<file path="config.mk">
export PLATFORM = sky130hd
export DESIGN_NAME = bram_line_loader
export DESIGN_NICKNAME = d
export VERILOG_FILES = /design/src/rtl/bram_loader_pkg.sv /design/src/rtl/bram_line_loader_line_packer.sv /design/src/rtl/bram_line_loader.sv
export SDC_FILE = /design/constraint.sdc
export NUM_CORES = 1
export LEC_CHECK = 0
export CORE_ASPECT_RATIO = 0.9
export CORE_MARGIN = 10
export CORE_UTILIZATION = 40
export DETAILED_ROUTE_END_ITERATION = 12
export GPL_TIMING_DRIVEN = 0
export SLEW_MARGIN = 5
export SYNTH_ARGS = -nofsm -noshare
export SYNTH_HDL_FRONTEND = slang
export SYNTH_SLANG_ARGS = --single-unit
</file>
<file path="constraint.sdc">
create_clock -name clk -period 2.2 [get_ports clk]
set_input_delay 0.55 -clock clk [delete_from_list [all_inputs] [get_ports clk]]
set_output_delay 0.55 -clock clk [all_outputs]
set_load 0.005 [all_outputs]
</file>
<file path="src/rtl/bram_loader_pkg.sv">
// Shared types and constants for the BRAM line loader.
// Optional feature macro used by the loader: BRAM_LINE_PAD_EN (zero-pad and keep a trailing partial line).
package bram_loader_pkg;

   localparam int WORD_W = 32;

   typedef enum logic [2:0] {
      IDLE,
      CLEAR,
      WAIT_RDY,
      LOAD,
      ARMED
   } loader_state_t;

   // Lane counter width; a single-lane line still needs a one-bit counter.
   function automatic int lane_bits(input int nl);
      return (nl > 1) ? $clog2(nl) : 1;
   endfunction

endpackage

</file>
<file path="src/rtl/bram_line_loader_line_packer.sv">
// Packs 32-bit beats into lines, lane 0 first; the line buffer is zeroed after each emitted line
// so any lanes not filled before a tlast read as zero.
module line_packer
   import bram_loader_pkg::*;
#(
   parameter int DATA_WIDTH = 256
) (
   input  logic                  clk,
   input  logic                  rst_n,
   input  logic                  clr,
   input  logic                  beat_valid,
   input  logic [WORD_W-1:0]     beat_data,
   input  logic                  beat_last,
   output logic [DATA_WIDTH-1:0] line,
   output logic                  line_valid,
   output logic                  partial
);

   localparam int NL = DATA_WIDTH / WORD_W;
   localparam int LW = lane_bits(NL);

   logic [LW-1:0]         lane_q, lane_d;
   logic [DATA_WIDTH-1:0] line_buf_q, line_buf_d;
   logic [DATA_WIDTH-1:0] merged;
   logic                  lane_full;

   generate
      for (genvar gi = 0; gi < NL; gi++) begin : g_lane
         assign merged[gi*WORD_W +: WORD_W] = (beat_valid && (lane_q == LW'(gi))) ?
                                              beat_data : line_buf_q[gi*WORD_W +: WORD_W];
      end
   endgenerate

   assign lane_full = (lane_q == LW'(NL - 1));

   always_comb begin
      line       = merged;
      line_valid = beat_valid && (lane_full || beat_last);
      partial    = line_valid && !lane_full;
      lane_d     = lane_q;
      line_buf_d = line_buf_q;
      if (clr) begin
         lane_d     = '0;
         line_buf_d = '0;
      end else if (beat_valid) begin
         if (line_valid) begin
            lane_d     = '0;
            line_buf_d = '0;
         end else begin
            lane_d     = lane_q + LW'(1);
            line_buf_d = merged;
         end
      end
   end

   always_ff @(posedge clk) begin
      if (!rst_n) begin
         lane_q     <= '0;
         line_buf_q <= '0;
      end else begin
         lane_q     <= lane_d;
         line_buf_q <= line_buf_d;
      end
   end

endmodule

</file>
<file path="src/rtl/bram_line_loader.sv">
// Streams 32-bit words into DATA_WIDTH-bit BRAM lines: clear, wait for write_rdy, load from address 0, arm.
// Optional macro BRAM_LINE_PAD_EN: a trailing partial line is zero-padded and written instead of dropped.
module bram_line_loader
   import bram_loader_pkg::*;
#(
   parameter int DATA_WIDTH = 256,
   parameter int BRAM_DEPTH = 2048,
   localparam int AW = $clog2(BRAM_DEPTH)
) (
   input  logic                  clk,
   input  logic                  rst_n,
   input  logic                  load_start,
   input  logic [WORD_W-1:0]     s_tdata,
   input  logic                  s_tvalid,
   input  logic                  s_tlast,
   output logic                  s_tready,
   input  logic                  write_rdy,
   output logic [AW-1:0]         addr,
   output logic [DATA_WIDTH-1:0] line_in,
   output logic                  we,
   output logic                  en,
   output logic                  clr_bram,
   output logic                  generator_mode,
   output logic [AW:0]           lines_written,
   output logic                  load_done,
   output logic                  overflow
);

`ifdef BRAM_LINE_PAD_EN
   localparam bit PAD_EN = 1'b1;
`else
   localparam bit PAD_EN = 1'b0;
`endif

   loader_state_t         state_q, state_d;
   logic                  we_q, we_d;
   logic [AW-1:0]         addr_q, addr_d;
   logic [DATA_WIDTH-1:0] line_q, line_d;
   logic [AW:0]           lines_written_q, lines_written_d;
   logic                  overflow_q, overflow_d;
   logic                  load_done_q, load_done_d;
   logic                  arm_pend_q, arm_pend_d;

   logic                  accept, at_depth, commit;
   logic [DATA_WIDTH-1:0] pk_line;
   logic                  pk_valid, pk_partial;

   // No beat is taken on a write cycle or while waiting to arm after tlast.
   assign s_tready = (state_q == LOAD) && !we_q && !arm_pend_q;
   assign accept   = s_tvalid && s_tready;
   assign at_depth = (lines_written_q == (AW+1)'(BRAM_DEPTH));
   assign commit   = pk_valid && (PAD_EN || !pk_partial);

   line_packer #(
      .DATA_WIDTH(DATA_WIDTH)
   ) u_packer (
      .clk        (clk),
      .rst_n      (rst_n),
      .clr        (state_q == CLEAR),
      .beat_valid (accept && !at_depth),
      .beat_data  (s_tdata),
      .beat_last  (s_tlast),
      .line       (pk_line),
      .line_valid (pk_valid),
      .partial    (pk_partial)
   );

   always_comb begin
      state_d         = state_q;
      we_d            = 1'b0;
      addr_d          = addr_q;
      line_d          = line_q;
      lines_written_d = lines_written_q;
      overflow_d      = overflow_q;
      load_done_d     = 1'b0;
      arm_pend_d      = arm_pend_q;
      case (state_q)
         IDLE, ARMED: begin
            if (load_start) begin
               state_d         = CLEAR;
               lines_written_d = '0;
               overflow_d      = 1'b0;
               arm_pend_d      = 1'b0;
            end
         end
         CLEAR: state_d = WAIT_RDY;
         WAIT_RDY: begin
            if (write_rdy) state_d = LOAD;
         end
         LOAD: begin
            if (arm_pend_q) begin
               state_d     = ARMED;
               load_done_d = 1'b1;
               arm_pend_d  = 1'b0;
            end else if (accept) begin
               // Past the last line the beat is swallowed; addr never wraps.
               if (at_depth) overflow_d = 1'b1;
               if (commit) begin
                  we_d            = 1'b1;
                  addr_d          = lines_written_q[AW-1:0];
                  line_d          = pk_line;
                  lines_written_d = lines_written_q + (AW+1)'(1);
               end
               if (s_tlast) arm_pend_d = 1'b1;
            end
         end
         default: state_d = IDLE;
      endcase
   end

   always_ff @(posedge clk) begin
      if (!rst_n) begin
         state_q         <= IDLE;
         we_q            <= 1'b0;
         addr_q          <= '0;
         line_q          <= '0;
         lines_written_q <= '0;
         overflow_q      <= 1'b0;
         load_done_q     <= 1'b0;
         arm_pend_q      <= 1'b0;
      end else begin
         state_q         <= state_d;
         we_q            <= we_d;
         addr_q          <= addr_d;
         line_q          <= line_d;
         lines_written_q <= lines_written_d;
         overflow_q      <= overflow_d;
         load_done_q     <= load_done_d;
         arm_pend_q      <= arm_pend_d;
      end
   end

   assign we             = we_q;
   assign en             = we_q;
   assign addr           = addr_q;
   assign line_in        = line_q;
   assign clr_bram       = (state_q == CLEAR);
   assign generator_mode = (state_q == ARMED);
   assign lines_written  = lines_written_q;
   assign load_done      = load_done_q;
   assign overflow       = overflow_q;

endmodule

</file>
==> flow_summary.json, run 1 <==
{
  "max_freq_ghz": 0.4331,
  "areaGrowthSynthToFinish_pct": 34.68,
  "drcViolationCount": 0,
  "slew_violations": 0,
  "fin_cells": 3349,
  "worst_setup_path_end_kind": "flip-flop",
  "setup_violations": 10,
  "grt_pass1_wl_um": 130800,
  "ys_seq_area_share_pct": 47.72,
  "initial_core_util_pct": 40.49,
  "setup.worst_path.start": "s_tdata[23]",
  "skew_ns": 0.03344,
  "timing.hold.ws_ns": 0.4612,
  "cts_buffer_depth": 3,
  "synth_cell_types": 51,
  "drive_gt1_share_pct": 22.55,
  "row_count": 80,
  "cts_tree": "yes",
  "cp_max_fo": 10,
  "routed_wl_um": 92390,
  "core_mm2": 0.05315,
  "clk_latency_ns": 0.63,
  "wire_per_inst_um": 27.59,
  "layout.nets": 2653,
  "diodes": 0,
  "synth_seq_cells": 513,
  "r2r_start": "lines_written[0]",
  "failed_checks": "negative setup slack",
  "reg2reg_slack_ns": -0.01,
  "ys_top_cells_by_count": "dfxtp_1, a21oi_1, o21ai_0",
  "grt_pass1_vias": 20012,
  "reg2reg_to": "line_in[83]",
  "power_leakage_nw": 9.253,
  "numCtsBuffers": 54,
  "ir_worst_vdd_mv": 0.5908,
  "ios": 324,
  "drtIter0Drc": 2119,
  "rsz0062_at_grt": "true",
  "die_w_um": 264.5,
  "crit_type": "primary input to flip-flop",
  "synth_area_leaders": "dfxtp_1, a32o_1, a311oi_2, a21oi_1, o21ai_0",
  "run_status": "complete, but fails checks",
  "internal_power_mw": 15.18,
  "pwr-share-seq_pct": 46.9,
  "antenna_found_initial": 2,
  "worstMarginPinSlew_ns": 1.230,
  "synth_most_common_cell": "dfxtp_1",
  "synth_top_area_share_pct": 47.72,
  "dr_total_vias": 20856,
  "place.gp.congestion": 0.9245,
  "syn-num-nets": 2232,
  "switching_share_pct": 23.42,
  "hp-class": "primary input to flip-flop",
  "hp-start": "rst_n",
  "die_area_mm2": 0.06350,
  "powerDensity_mw_per_mm2": 684.0,
  "synth_top_area_cell": "dfxtp_1",
  "p_switching_mw": 4.643,
  "pwr-share-comb_pct": 4.9,
  "hold_viol_final": 0,
  "setup_slack_ns": -0.1090,
  "finalCriticalPeriod_ns": 2.309,
  "place_hpwl_um": 65280,
  "drv_cap": 0,
  "routed_via_density": 6.228,
  "yosysWarnings": 0,
  "setup_total_negative_slack_ns": -0.5087,
  "overflow": 0,
  "synthesis.area_mm2": 0.02152,
  "p_clk_share_pct": 48.2,
  "dpl_cell_area_mm2": 0.02563,
  "cp.required_ns": 2.70,
  "antenna_left": 0,
  "worstSetupStartpointType": "primary input",
  "dr.pass1.iters": 6,
  "ys_async_sr_fraction_pct": 0,
  "max_slew_margin_pct": 18.01,
  "placedCellCount": 3206,
  "synth_edf_count": 0,
  "place_worst_setup_slack_ns": -1.422,
  "io_buffers": 323,
  "period_share_pct": 105.0,
  "cts-root-buf": "clkbuf_16",
  "reg2reg_depth": 11,
  "hold_depth": 2,
  "grt_max_degree": 14,
  "fin_area_mm2": 0.02899,
  "htree_levels": 2,
  "hold_end": "state_q[0]",
  "synthCells": 2186,
  "yosys_most_used_dff": "dfxtp_1",
  "clock-sinks": 513,
  "cp_data_arrival_time_ns": 2.81,
  "grt_use_total_pct": 27.15,
  "clk_pin_slew_ns": 0.06,
  "fp.dieH_um": 240.1,
  "avgSynthCellArea_um2": 9.845
}
[cell usage in the layout, fill, tap and decap left out, drive strengths merged, types with 2 or more instances in the layout]
master	netlist	layout
dfxtp	513	513
clkdlybuf4s50	0	317
clkbuf	226	313
a21oi	279	279
o21ai	240	240
nand2	209	209
a311oi	193	193
a32o	192	192
buf	73	123
nand3	65	65
mux2i	33	33
a22o	32	32
a211oi	32	32
inv	10	11
nor2	9	9
nor4	8	8
ha	8	8
o31ai	6	6
or4	6	6
nand4	5	5
clkinv	0	5
and2	5	5
nor3	5	5
nor4b	4	4
o211ai	4	4
nor3b	4	4
and3	4	4
nor2b	3	3
bufinv	0	3
dlymetal6s2s	0	3
a31oi	3	3
and4	2	2
nand3b	2	2
o21a	2	2
or2	2	2
[state kept, by name, summed over array words and instances (netlist names)]
register	cells
line_in	256
u_packer.line_buf_q	224
lines_written	12
addr	11
state_q	3
u_packer.lane_q	3
arm_pend_q	1
en	1
load_done	1
overflow	1
[worst max-delay path by stage]
stage	cells past startpoint	to	slack, ns
finish	4	line_in[87]	-0.11
global route	11	line_in[83]	-0.04
CTS	10	u_packer.line_buf_q[50]	-0.16
detailed placement	6	line_in[121]	-1.42
global placement	6	line_in[119]	-1.44
floorplan	8	u_packer.line_buf_q[100]	-0.001
[logic make-up (layout without fill, tap and decap cells)]
kind of cell               after synthesis  after routing  share of synthesized area [%]
muxes                                   33             33                          1.535
DFF                                    513            513                          47.72
adders and majority gates                8              8                         0.4651
AOI/OAI and AO/OA                      985            985                          36.11
buffers and inverters                  309            775                          6.471
and+or+nand+nor                        338            338                          7.697
[routing by layer]
layer	up-vias	wire [um]	global-route usage [%]
li1	9270	-	-
met1	10374	37910	34.57
met2	1033	41580	43.25
met3	179	9203	6.925
met4	0	3697	11.17
met5	-	0	0
[critical path: stages]
cell and delay [ns]:
clkdlybuf4s50_1 0.85, clkbuf_1 0.94, nand2_1 0.15, a311oi_2 0.31
[through the flow]
stage,util (%),total power [mW]
after floorplan,-,9.861
after global placement,48.22,10.35
after detailed placement,48.22,10.36
after CTS,52.92,19.83
after global routing,54.54,20.26
final,54.54,19.83
[layout make-up]
| type | instances | area, um2 |
|---|---|---|
| Tap cell | 697 | 872.1 |
| Clock inverter | 9 | 123.9 |
| Fill cell | 4748 | 24160 |
| Multi-Input combinational cell | 1364 | 10160 |
| Sequential cell | 513 | 10310 |
| Clock buffer | 92 | 1738 |
| Inverter | 10 | 40.04 |
| Timing Repair Buffer | 375 | 3821 |
| Buffer | 289 | 1921 |
[power by group through the flow]
stage	clock network, mW	logic [mW]	registers (mW)
after CTS	9.63	0.895	9.30
after floorplan	0	0.356	9.50
after global placement	0	0.844	9.51
after global routing	9.99	0.978	9.29
after detailed placement	0	0.853	9.51
final	9.56	0.970	9.29
[repair_timing]
item | in CTS | in global routing
pin swaps | 9 | 16
buffers inserted | 23 | 22
hold buffers | 0 | 0
gates cloned | 0 | 9
gates resized for setup | 189 | 361
endpoints found under the setup margin | 522 | 519
(Power assumes the default switching activity.)
==> inputs of run 2 (changes only) <==
--- a/config.mk
+++ b/config.mk
@@ -8,6 +8,7 @@
 export CORE_ASPECT_RATIO = 0.9
 export CORE_MARGIN = 10
 export CORE_UTILIZATION = 40
+export CTS_BUF_LIST = sky130_fd_sc_hd__clkbuf_2
 export DETAILED_ROUTE_END_ITERATION = 12
 export GPL_TIMING_DRIVEN = 0
 export SLEW_MARGIN = 5
==> flow_summary.json, run 2 (synthesis gave the netlist of run 1 again) <==
{
  "run_status": "complete, but fails checks",
  "reg2reg_to": "u_packer.line_buf_q[111]",
  "cp_top_family": "simple AND/OR/NAND/NOR gates",
  "nFillCells": 4611,
  "cts_buffer_depth": 3,
  "final_common_cell": "clkbuf_2",
  "ir_worst_vdd_mv": 0.4116,
  "skew_ns": 0.09451,
  "setup_slack_ns": -0.6598,
  "grt_pass1_wl_um": 134000,
  "io_buffers": 323,
  "place_hpwl_um": 65280,
  "drv_cap": 1,
  "areaGrowthSynthToFinish_pct": 45.24,
  "row_count": 80,
  "reg2reg_depth": 16,
  "antenna_left": 0,
  "max_freq_ghz": 0.3497,
  "placedCellCount": 3206,
  "layout.nets": 2889,
  "setup_total_negative_slack_ns": -104.81,
  "worstSetupStartpointType": "flip-flop",
  "ios": 324,
  "setup.worst_path.start": "state_q[1]",
  "wire_per_inst_um": 27.02,
  "hold_depth": 3,
  "cp_data_arrival_time_ns": 2.31,
  "reg2reg_slack_ns": -0.35,
  "setup_violations": 723,
  "die_w_um": 264.5,
  "powerDensity_mw_per_mm2": 554.2,
  "dr_total_vias": 22241,
  "routed_via_density": 6.114,
  "cts-root-buf": "clkbuf_2",
  "die_area_mm2": 0.06350,
  "worst_setup_path_end_kind": "primary output",
  "clk_pin_slew_ns": 0.10,
  "initial_core_util_pct": 40.49,
  "largest_register_ff_count": 256,
  "critPathMaxStageDelay_ns": 0.40,
  "cp_max_fo": 8,
  "clk_latency_ns": 1.39,
  "routed_wl_um": 98300,
  "drtIter0Drc": 2173,
  "slowest_stage": "dfxtp_4",
  "clock-sinks": 513,
  "hp-class": "primary input to flip-flop",
  "drive_gt1_share_pct": 49.23,
  "slew_violations": 0,
  "critPathBufInv": 1,
  "cp_cell_sequence": "nand2_2 > or2_4 > nor3_4 > buf_2",
  "final_cell_mix": "clkbuf_2, buf_6, a21oi_1",
  "max_slew_margin_pct": 0.3572,
  "fp.dieH_um": 240.1,
  "grt_pass1_vias": 20906,
  "numCtsBuffers": 137,
  "rsz0062_at_grt": "true",
  "failed_checks": "max-capacitance violations, negative setup slack",
  "crit_type": "flip-flop to primary output",
  "worstMarginPinSlew_ns": 1.495,
  "cp.required_ns": 1.65,
  "finalCriticalPeriod_ns": 2.860,
  "place.gp.congestion": 0.9245,
  "endpoint": "s_tready",
  "cts_tree": "yes",
  "r2r_start": "lines_written[0]",
  "hold_viol_final": 0,
  "core_mm2": 0.05315,
  "period_share_pct": 130.0,
  "grt_max_degree": 17,
  "htree_levels": 4,
  "antenna_found_initial": 4,
  "dr.pass1.iters": 6,
  "overflow": 0,
  "grt_use_total_pct": 28.11,
  "crit_cells": 4,
  "drcViolationCount": 0,
  "fin_cells": 3638,
  "power_leakage_nw": 11.12,
  "p_total_mw": 17.32
}
run 2: timing repair:
action,in CTS,in global routing
hold buffers,4,0
endpoints found under the hold margin,3,0
cloned,4,35
pin swaps,10,50
buffers inserted,33,132
gates resized for setup,330,1823
endpoints found under the setup margin,794,793
run 2: through the flow:
stage	worst slack (ns)	utilization, %	area (um2)	hold WS, ns
global placement	-1.438	48.22	25630	0.4613
global route	-0.7756	58.80	31250	0.1331
detailed placement	-1.422	48.22	25630	0.4631
CTS	-0.8351	52.33	27810	0.01920
floorplan	-0.001153	-	21520	0.4487
finish	-0.6598	58.81	31260	0.1631
run 2: worst reg2reg max path: cells and delay by family (launching register included):
family	cells	cell delay, ns
compound gates	1	0.11
fa+ha+maj	1	0.14
buf+inv	11	1.26
flops	1	0.36
simple gates	3	0.58
run 2: area by class of cell:
class,instances,area (um2),share of cell area (%)
inverters,10,40.04,0.1281
repair buffers,530,5640,18.04
clock inverters,32,230.2,0.7365
multi-input cells,1364,10510,33.61
diodes,4,10.01,0.03202
well taps,697,872.1,2.790
flip-flops and latches,513,10740,34.36
clock buffers,201,1006,3.218
plain buffers,287,2212,7.077
run 2: where the power goes:
group | total [mW] | leakage (nW) | switching, mW | internal [mW]
registers | 9.23 | 4.29 | 0.00914 | 9.23
logic | 1.04 | 5.88 | 0.792 | 0.252
clock network | 7.04 | 0.953 | 4.16 | 2.88
run 2: how the worst min path moves through the flow:
stage,from,end
after global routing,s_tdata[8],line_in[40]
after global placement,u_packer.line_buf_q[116],u_packer.line_buf_q[116]
after floorplan,u_packer.line_buf_q[96],u_packer.line_buf_q[96]
after detailed placement,u_packer.line_buf_q[101],u_packer.line_buf_q[101]
final,s_tdata[9],line_in[201]
after CTS,s_tdata[22],line_in[214]
run 2: layer usage:
layer / up-vias / global-route usage [%] / wire [um]
li1: 9837 / - / -
met4: 0 / 14.46 / 4292
met1: 10958 / 34.55 / 39480
met3: 229 / 8.998 / 10210
met2: 1217 / 43.61 / 44320
met5: - / 0 / 0
==> inputs of run 3 (changes only) <==
--- a/config.mk
+++ b/config.mk
@@ -9,6 +9,7 @@
 export CORE_MARGIN = 10
 export CORE_UTILIZATION = 40
 export CTS_BUF_LIST = sky130_fd_sc_hd__clkbuf_2
+export CTS_CLUSTER_SIZE = 40
 export DETAILED_ROUTE_END_ITERATION = 12
 export GPL_TIMING_DRIVEN = 0
 export SLEW_MARGIN = 5
==> constraint.sdc (replaced) <==
create_clock -name clk -period 3.7 [get_ports clk]
set_input_delay 0.925 -clock clk [delete_from_list [all_inputs] [get_ports clk]]
set_output_delay 0.925 -clock clk [all_outputs]
set_load 0.005 [all_outputs]
==> flow_summary.json, run 3 (synthesis gave the netlist of run 1 again) <==
{
  "final_cell_mix": "dfxtp_1, clkdlybuf4s50_1, a21oi_1",
  "antenna_left": 0,
  "p_switching_mw": 2.906,
  "postCtsSetupBuffers": 0,
  "reg2reg_depth": 8,
  "htree_levels": 4,
  "die_area_mm2": 0.06350,
  "largest_register_ff_count": 256,
  "cp.required_ns": 2.77,
  "worstSetupStartpointType": "flip-flop",
  "fp.dieH_um": 240.1,
  "hp-class": "primary input to flip-flop",
  "grt_pass1_wl_um": 131900,
  "worst_setup_path_end_kind": "primary output",
  "place.gp.congestion": 0.9245,
  "switching_share_pct": 28.40,
  "setup_total_negative_slack_ns": 0,
  "timing.hold.ws_ns": 0.3132,
  "internal_power_mw": 7.326,
  "power_leakage_nw": 8.313,
  "drtIter0Drc": 2237,
  "grt-busiest-layer": "met2",
  "pwr-share-seq_pct": 54.0,
  "routed_via_density": 6.109,
  "wire_per_inst_um": 26.64,
  "max_freq_ghz": 0.2832,
  "dr.pass1.iters": 6,
  "gr-usage-met3_pct": 8.416,
  "grt_pass1_vias": 20551,
  "ir_worst_vdd_mv": 0.2436,
  "drv_cap": 0,
  "antenna_found_initial": 6,
  "cts_buffer_depth": 3,
  "overflow": 0,
  "reg2reg_slack_ns": 0.32,
  "hold_viol_final": 0,
  "layout.nets": 2694,
  "reg2reg_to": "u_packer.line_buf_q[157]",
  "slew_violations": 0,
  "setup_slack_ns": 0.1693,
  "max_slew_margin_pct": 1.344,
  "r2r_start": "lines_written[0]",
  "fin_area_mm2": 0.02689,
  "fin_cells": 3445,
  "cp_max_fo": 8,
  "hp-start": "load_start",
  "skew_ns": 0.09979,
  "pwr-share-comb_pct": 5.2,
  "crit_type": "flip-flop to primary output",
  "p_clk_share_pct": 40.8,
  "period_share_pct": 95.42,
  "die_w_um": 264.5,
  "grt_max_degree": 17,
  "rsz0062_at_grt": "false",
  "initial_core_util_pct": 40.49,
  "cts_tree": "yes",
  "clk_latency_ns": 1.38,
  "dr_total_vias": 21045,
  "cp_data_arrival_time_ns": 2.61,
  "numCtsBuffers": 137,
  "drcViolationCount": 0,
  "hold_depth": 3,
  "place_hpwl_um": 65280,
  "clk_pin_slew_ns": 0.10,
  "place_worst_setup_slack_ns": -0.2974,
  "row_count": 80,
  "powerDensity_mw_per_mm2": 380.5,
  "p_total_mw": 10.23,
  "setup_violations": 0,
  "routed_wl_um": 91790,
  "final_util_pct": 50.60,
  "finalCriticalPeriod_ns": 3.531,
  "cts-root-buf": "clkbuf_2",
  "gr-usage-met2_pct": 43.36,
  "run_status": "complete, no violations",
  "core_mm2": 0.05315,
  "final_common_cell": "dfxtp_1",
  "dpl_cell_area_mm2": 0.02563,
  "placedCellCount": 3206,
  "ios": 324,
  "met1_usage_pct": 34.51,
  "clock-sinks": 513,
  "nFillCells": 5080,
  "areaGrowthSynthToFinish_pct": 24.96,
  "drive_gt1_share_pct": 16.41,
  "hold_end": "state_q[2]",
  "worstMarginPinSlew_ns": 1.480,
  "cts_hold_buffers": 0,
  "io_buffers": 323,
  "grt_use_total_pct": 27.67
}
==> run 3: changes by cell type in the layout (fill, tap and decap cells not counted), sizes merged <==
cell           delta
dlygate4sd3       -4
diode             +2
clkdlybuf4s50   +284
clkbuf           -52
dlygate4sd2       +1
clkdlybuf4s15     -1
buf             -423
==> run 3: power by group through the flow <==
stage                     Combinational (mW)  Clock (mW)  Sequential, mW
after detailed placement               0.507           0            5.65
after global placement                 0.502           0            5.65
after CTS                              0.509        4.20            5.52
after floorplan                        0.212           0            5.65
after global routing                   0.537        4.49            5.53
final                                  0.533        4.17            5.52
==> run 3: worst max path at each step <==
stage | startpoint | to | slack, ns | depth (start not counted)
after floorplan | s_tvalid | u_packer.line_buf_q[194] | 1.29 | 6
after global placement | rst_n | line_in[119] | -0.31 | 6
after detailed placement | rst_n | line_in[121] | -0.30 | 6
after CTS | state_q[1] | s_tready | 0.02 | 4
after global routing | state_q[0] | generator_mode | 0.04 | 4
final | state_q[0] | generator_mode | 0.17 | 4
==> run 3: what timing repair did <==
action / CTS / global route
gates resized for setup: 6 / 3
setup endpoints to repair: 3 / 1
pin swaps: 0 / 0
==> run 3: final cells by class <==
| cell class | count | area, um2 | share of cell area, % |
|---|---|---|---|
| clock buffers | 201 | 1006 | 3.741 |
| inverters | 10 | 37.54 | 0.1396 |
| well taps | 697 | 872.1 | 3.243 |
| clock inverters | 32 | 230.2 | 0.8561 |
| diodes | 6 | 15.01 | 0.05583 |
| plain buffers | 299 | 1358 | 5.048 |
| flip-flops and latches | 513 | 10270 | 38.19 |
| multi-input cells | 1364 | 9872 | 36.71 |
| repair buffers | 323 | 3232 | 12.02 |
==> run 3: routing by layer <==
layer  wire [um]  up-vias
met5           0        -
met4        3411        0
met3        9487      169
met2       41390     1110
met1       37500    10367
li1            -     9399
==> run 3: critical path, stage by stage (launching register included) <==
cell and delay, ns:
dfxtp_1 0.31, buf_4 0.15, nor2_2 0.13, and2_4 0.17
clkdlybuf4s50_1 0.51
